File: src/rtl/new_ln_unit_if.sv
// Host-side start/result bundle for the natural-logarithm unit.
// The host drives start/num and observes the result and handshake flags.
interface new_ln_unit_if;
   logic        start;
   logic [31:0] num;
   logic [31:0] ln_out;
   logic        busy;
   logic        done;
   logic        err;

   modport master (output start, num, input ln_out, busy, done, err);
   modport slave  (input start, num, output ln_out, busy, done, err);
endinterface

File: src/rtl/new_ln_unit.sv
// Sequential ln(x): Q4.28 operand in, Q6.26 result out. The operand is normalised to 2^k*m,
// then an 8-term ln(1+u) Horner series is evaluated on one shared multiplier.
//   state    | meaning
//   S_IDLE   | wait for start, capture operand
//   S_NORM   | leading-one normalise, range-reduce m, reject x <= 0
//   S_HORNER | acc = c_j + u*acc, j = 7..1
//   S_FINAL  | acc = u*acc
//   S_SCALE  | ln_out = acc/4 + k*ln2
//   S_DONE   | one-cycle done pulse
module new_ln_unit (
   input  logic         clk,
   input  logic         res,
   new_ln_unit_if.slave bus
);
   localparam logic [2:0] S_IDLE   = 3'd0;
   localparam logic [2:0] S_NORM   = 3'd1;
   localparam logic [2:0] S_HORNER = 3'd2;
   localparam logic [2:0] S_FINAL  = 3'd3;
   localparam logic [2:0] S_SCALE  = 3'd4;
   localparam logic [2:0] S_DONE   = 3'd5;

   localparam logic [31:0]        ONE = 32'h1000_0000;
   localparam logic [31:0]        C8  = 32'hFE00_0000;
   localparam logic signed [31:0] LN2 = 32'sh02C5_C860;

   logic [2:0]        state;
   logic [2:0]        j;
   logic [31:0]       num_r;
   logic [31:0]       u;
   logic [31:0]       acc;
   logic signed [5:0] k;
   logic [31:0]       ln_out_r;
   logic              busy_r;
   logic              done_r;
   logic              err_r;

   logic [4:0]        p;
   logic [31:0]       m_raw;
   logic [31:0]       m_norm;
   logic signed [5:0] k_raw;
   logic signed [5:0] k_norm;
   logic              num_bad;

   always_comb begin
      p = 5'd0;
      for (int i = 0; i < 31; i++)
         if (num_r[i]) p = i[4:0];
      if (p >= 5'd28) m_raw = num_r >> (p - 5'd28);
      else            m_raw = num_r << (5'd28 - p);
      k_raw = $signed({1'b0, p}) - 6'sd28;
      // keep m in [0.75,1.5) so |u| stays small enough for the short series
      if (m_raw >= 32'h1800_0000) begin
         m_norm = m_raw >> 1;
         k_norm = k_raw + 6'sd1;
      end else begin
         m_norm = m_raw;
         k_norm = k_raw;
      end
   end

   assign num_bad = num_r[31] | (num_r == 32'h0);

   logic signed [63:0] prod;
   logic [31:0]        mul_q;
   logic [3:0]         unused_prod_hi;
   logic [27:0]        unused_prod_lo;
   assign prod = $signed({{32{u[31]}}, u}) * $signed({{32{acc[31]}}, acc});
   assign {unused_prod_hi, mul_q, unused_prod_lo} = prod;

   logic [31:0] coef;
   always_comb begin
      coef = 32'h0;
      case (j)
         3'd1: coef = 32'h1000_0000;
         3'd2: coef = 32'hF800_0000;
         3'd3: coef = 32'h0555_5555;
         3'd4: coef = 32'hFC00_0000;
         3'd5: coef = 32'h0333_3333;
         3'd6: coef = 32'hFD55_5555;
         3'd7: coef = 32'h0249_2492;
         default: coef = 32'h0;
      endcase
   end

   logic signed [31:0] k_ext;
   logic signed [31:0] kln2;
   logic signed [31:0] acc_sh;
   assign k_ext  = {{26{k[5]}}, k};
   assign kln2   = k_ext * LN2;
   assign acc_sh = $signed(acc) >>> 2;

   always_ff @(posedge clk) begin
      if (res) begin
         state    <= S_IDLE;
         j        <= 3'd0;
         num_r    <= 32'h0;
         u        <= 32'h0;
         acc      <= 32'h0;
         k        <= 6'sd0;
         ln_out_r <= 32'h0;
         busy_r   <= 1'b0;
         done_r   <= 1'b0;
         err_r    <= 1'b0;
      end else begin
         case (state)
            S_IDLE: begin
               if (bus.start) begin
                  num_r  <= bus.num;
                  err_r  <= 1'b0;
                  busy_r <= 1'b1;
                  state  <= S_NORM;
               end
            end
            S_NORM: begin
               if (num_bad) begin
                  err_r    <= 1'b1;
                  ln_out_r <= 32'h0;
                  busy_r   <= 1'b0;
                  done_r   <= 1'b1;
                  state    <= S_DONE;
               end else begin
                  u     <= m_norm - ONE;
                  k     <= k_norm;
                  acc   <= C8;
                  j     <= 3'd7;
                  state <= S_HORNER;
               end
            end
            S_HORNER: begin
               acc <= coef + mul_q;
               if (j == 3'd1) state <= S_FINAL;
               else           j     <= j - 3'd1;
            end
            S_FINAL: begin
               acc   <= mul_q;
               state <= S_SCALE;
            end
            S_SCALE: begin
               ln_out_r <= acc_sh + kln2;
               busy_r   <= 1'b0;
               done_r   <= 1'b1;
               state    <= S_DONE;
            end
            S_DONE: begin
               done_r <= 1'b0;
               state  <= S_IDLE;
            end
            default: state <= S_IDLE;
         endcase
      end
   end

   assign bus.ln_out = ln_out_r;
   assign bus.busy   = busy_r;
   assign bus.done   = done_r;
   assign bus.err    = err_r;
endmodule

File: src/flat_wrapper.sv
// flat-port wrapper written by rule: the top's interface ports become plain ports
module new_ln_unit_flat 
  (clk, res, bus_start, bus_num, bus_ln_out, bus_busy, bus_done, bus_err);
  new_ln_unit_if bus_i ();
  input  logic clk;
  input  logic res;
  input wire logic [$bits(bus_i.start)-1:0] bus_start;
  input wire logic [$bits(bus_i.num)-1:0] bus_num;
  output wire logic [$bits(bus_i.ln_out)-1:0] bus_ln_out;
  output wire logic [$bits(bus_i.busy)-1:0] bus_busy;
  output wire logic [$bits(bus_i.done)-1:0] bus_done;
  output wire logic [$bits(bus_i.err)-1:0] bus_err;
  assign bus_i.start = bus_start;
  assign bus_i.num = bus_num;
  assign bus_ln_out = bus_i.ln_out;
  assign bus_busy = bus_i.busy;
  assign bus_done = bus_i.done;
  assign bus_err = bus_i.err;
  new_ln_unit u_core (.clk(clk), .res(res), .bus(bus_i));
endmodule
File: config.mk
export PLATFORM = sky130hd
export DESIGN_NAME = new_ln_unit_flat
export DESIGN_NICKNAME = d
export VERILOG_FILES = /design/src/rtl/new_ln_unit_if.sv /design/src/rtl/new_ln_unit.sv /design/src/flat_wrapper.sv
export SDC_FILE = /design/constraint.sdc
export NUM_CORES = 2
export LEC_CHECK = 0
export ABC_CLOCK_PERIOD_IN_PS = 11900
export BUFFER_PORTS_ARGS = -buffer_cell sky130_fd_sc_hd__buf_4
export CORE_UTILIZATION = 55
export CTS_BUF_LIST = sky130_fd_sc_hd__clkbuf_16
export DETAILED_ROUTE_END_ITERATION = 7
export MAX_ROUTING_LAYER = met4
export PLACE_DENSITY = 0.71
export SKIP_CTS_REPAIR_TIMING = 1
export SLEW_MARGIN = 20
export SYNTH_ARGS = -nofsm -noshare
export SYNTH_HDL_FRONTEND = slang
export SYNTH_SLANG_ARGS = --single-unit
File: constraint.sdc
create_clock -name clk -period 11.9 [get_ports clk]
set_input_delay 1.19 -clock clk [delete_from_list [all_inputs] [get_ports clk]]
set_output_delay 1.19 -clock clk [all_outputs]
set_load 0.02 [all_outputs]
==> results.yml <==
outcome:
  status: "complete, no violations"
placed_design:
  hpwl_mm: 103
  placed_area_um2: 49200
  port-buffer-count: 69
  gp_congestion: 0.954
  dp.cells: 6301
sta:
  fmax_mhz: 90.5
  worstMarginPinSlew_ps: 1110
  final_hold_viol_count: 0
  fin_crit_sh_pct: 92.9
  finalMaxSlewViolations: 0
  rsz0062_at_grt: "no"
  slew_headroom_pct: 25.8
  hold_ws_ps: 459
  finalSetupViolations: 0
  fin_setup_tns_ps: 0
  period_minus_slack_ps: 11050
  finalClockSkew_ps: 26.9
logic_synthesis:
  synthCells: 5319
  synth_cell_types: 81
  seq_area_frac_synth_pct: 6.00
  synth_edf_count: 0
  ys.flop_type: "dfxtp_1"
  yosys_warnings: 0
  post_synth.cell_area_avg_um2: 8.97
  ys_ff_latch: 143
  async_flop_share_pct: 0
  syn_nets: 6717
  synth_area_um2: 47700
cts:
  cts_sinks: 143
  cts_htree_levels: 4
  cts_buffers: 17
  clkSlewWorstSetupHoldPaths_ps: 80
  clock_latency_ps: 500
  tritoncts: "done"
  root_buffer: "clkbuf_16"
  clock_path_buffers: 2
critical_path:
  crit_arrival_ps: 11450
  critPathSlowestCell: "dfxtp_1"
  max_stage_delay_ps: 1000
  cp_num_buf_inv: 2
  cp-end-kind: "register"
  critPathKind: "register to register"
  critPathLaunchType: "register"
  worstPathMaxFanout: 23
  crit_top_cell: "fa_1"
  crit_family: "adder cells"
  cp_data_required_time_ps: 12300
power:
  leakagePower_nw: 24.6
  p_seq_share_pct: 9.9
  intPower_mw: 4.38
  power_switching_mw: 6.51
  swShare_pct: 59.8
  p_clk_share_pct: 5.6
  ir_drop_mv: 0.262
  p_comb_share_pct: 84.4
  pwr_density_cell_nw_per_um2: 218
finish:
  post-route-util_pct: 58.3
  drive_above_1_share_pct: 5.38
  fin_cells: 6336
  stdcell_area_um2: 49800
  nNetsFinal: 6574
  synthToLayoutAreaGrowth_pct: 4.40
global_routing:
  grt_pass1_wl_mm: 208
  grt_pass1_vias: 37900
  grt_max_degree: 66
  antenna_found_initial: 2
  grt_use_total_pct: 31.5
  grt_overflow: 0
die:
  ios: 70
  core-area_um2: 85500
  die_x_um: 297
  initial_core_util_pct: 55.8
  die_area_um2: 88000
  fp.dieH_um: 297
  placementRows: 107
run:
  maxCapViolations: 0
routing:
  vias: 36100
  drt_iter0_markers: 2752
  drt.antenna.violating_nets: 0
  drt-vias-per-instance: 5.70
  routed_wl_mm: 126
  drc: 0
  dr.pass1.iters: 8
  wl_per_cell_um: 19.9
worst_hold_path:
  holdCritPathClass: "register to register"
## cell usage after synthesis, drive strengths merged (17+ instances only)
cell	n	area [um^2]
o21ai	81	413
and2	535	3350
nand2b	21	131
clkbuf	301	1130
dfxtp	143	2860
nand2	710	2670
nor2	199	749
xor2	33	289
a31oi	30	188
nor3	39	195
inv	1011	3790
a211o	17	149
a211oi	31	233
mux2i	71	711
o21a	20	150
mux4	50	1130
xnor2	87	762
a21oi	177	897
a21o	46	345
ha	308	3850
buf	21	121
a22oi	21	158
nor2b	32	200
fa	1055	21100
nand3	54	270
## flip-flops by register name, indices dropped and copies added, names as in the netlist
| signal | count |
|---|---|
| u_core.bus.err | 1 |
| u_core.bus.busy | 1 |
| u_core.u | 32 |
| u_core.j | 3 |
| u_core.state | 3 |
| u_core.bus.done | 1 |
| u_core.acc | 32 |
| u_core.num_r | 32 |
| u_core.bus.ln_out | 32 |
| u_core.k | 6 |
## stage by stage
step / worst slack, ps / power, mW
2_1_floorplan: 2790 / 7.57
3_3_place_gp: 1180 / 10.0
3_5_place_dp: 956 / 10.1
4_1_cts: 961 / 10.8
5_1_grt: 154 / 11.8
6_report: 848 / 10.9
## power by group through the flow
stage	Sequential, mW	Clock, mW	Combinational (mW)
2_1_floorplan	0.733	0	6.83
3_3_place_gp	1.06	0	8.97
3_5_place_dp	1.07	0	9.00
4_1_cts	1.06	0.620	9.08
5_1_grt	1.10	0.635	10.1
6_report	1.08	0.611	9.19
## routing by layer
metal | global-route usage, % | up-vias | part of all wire (%)
met5 | - | - | 0
met4 | 6.95 | 0 | 1.8
met3 | 3.92 | 165 | 6.9
met2 | 49.2 | 1289 | 47
met1 | 44.1 | 18600 | 44
li1 | - | 16100 | -
## placed cells by master (no fill, tap or decap), types with 28 or more instances in the layout
cell type / synthesis / final
inv_1: 1010 / 1012
nor2_1: 198 / 198
nor3_1: 39 / 37
a21oi_1: 176 / 176
xor2_1: 33 / 33
buf_4: 0 / 160
fa_1: 1055 / 1055
a21o_1: 46 / 46
nand3_1: 54 / 54
nor2b_1: 32 / 32
mux4_2: 50 / 50
nand2_1: 710 / 710
and2_1: 535 / 535
a211oi_1: 31 / 31
dfxtp_1: 143 / 137
a31oi_1: 30 / 28
mux2i_1: 71 / 71
o21ai_0: 78 / 78
xnor2_1: 87 / 84
ha_1: 308 / 308
## worst register-to-register path, delay by kind of cell, from the launching register on
family,cells,cell delay (ps)
flops,1,1000
xor+xnor,1,100
buf+inv,2,110
simple gates,7,980
compound gates,14,4080
fa+ha+maj,10,4570
mux,1,140
## final cells by class
| class | count | area [um^2] |
|---|---|---|
| clock inverter | 15 | 214 |
| tap | 1144 | 1430 |
| clock buffer | 17 | 425 |
| fill | 7477 | 35700 |
| inverter | 1013 | 3800 |
| sequential | 143 | 2870 |
| antenna | 3 | 7.51 |
| timing repair buffer | 160 | 1200 |
| multi-input combinational | 3841 | 39900 |
## cells by family (layout without fill, tap and decap cells)
group	count (synthesis)	after routing	share of synthesized area [%]
and+or+nand+nor	1652	1652	16.7
muxes	125	125	3.94
other	0	3	0
DFF	143	143	6.00
adders and majority gates	1363	1363	52.3
xor gates and xnor gates	120	120	2.20
buffers and inverters	1335	1205	10.6
AOI/OAI and AO/OA	581	581	8.25
## worst paths after layout
check | slack, ps | depth (start not counted) | startpoint | to
hold / removal | 460 | 2 | u_core.u[17] | u_core.u[17]
setup / recovery | 850 | 35 | u_core.acc[4] | u_core.acc[30]
setup reg to reg | 850 | 35 | u_core.acc[4] | u_core.acc[30]
hold reg to reg | 460 | 2 | u_core.u[17] | u_core.u[17]
Note: power is estimated with default switching activity, not from simulation.
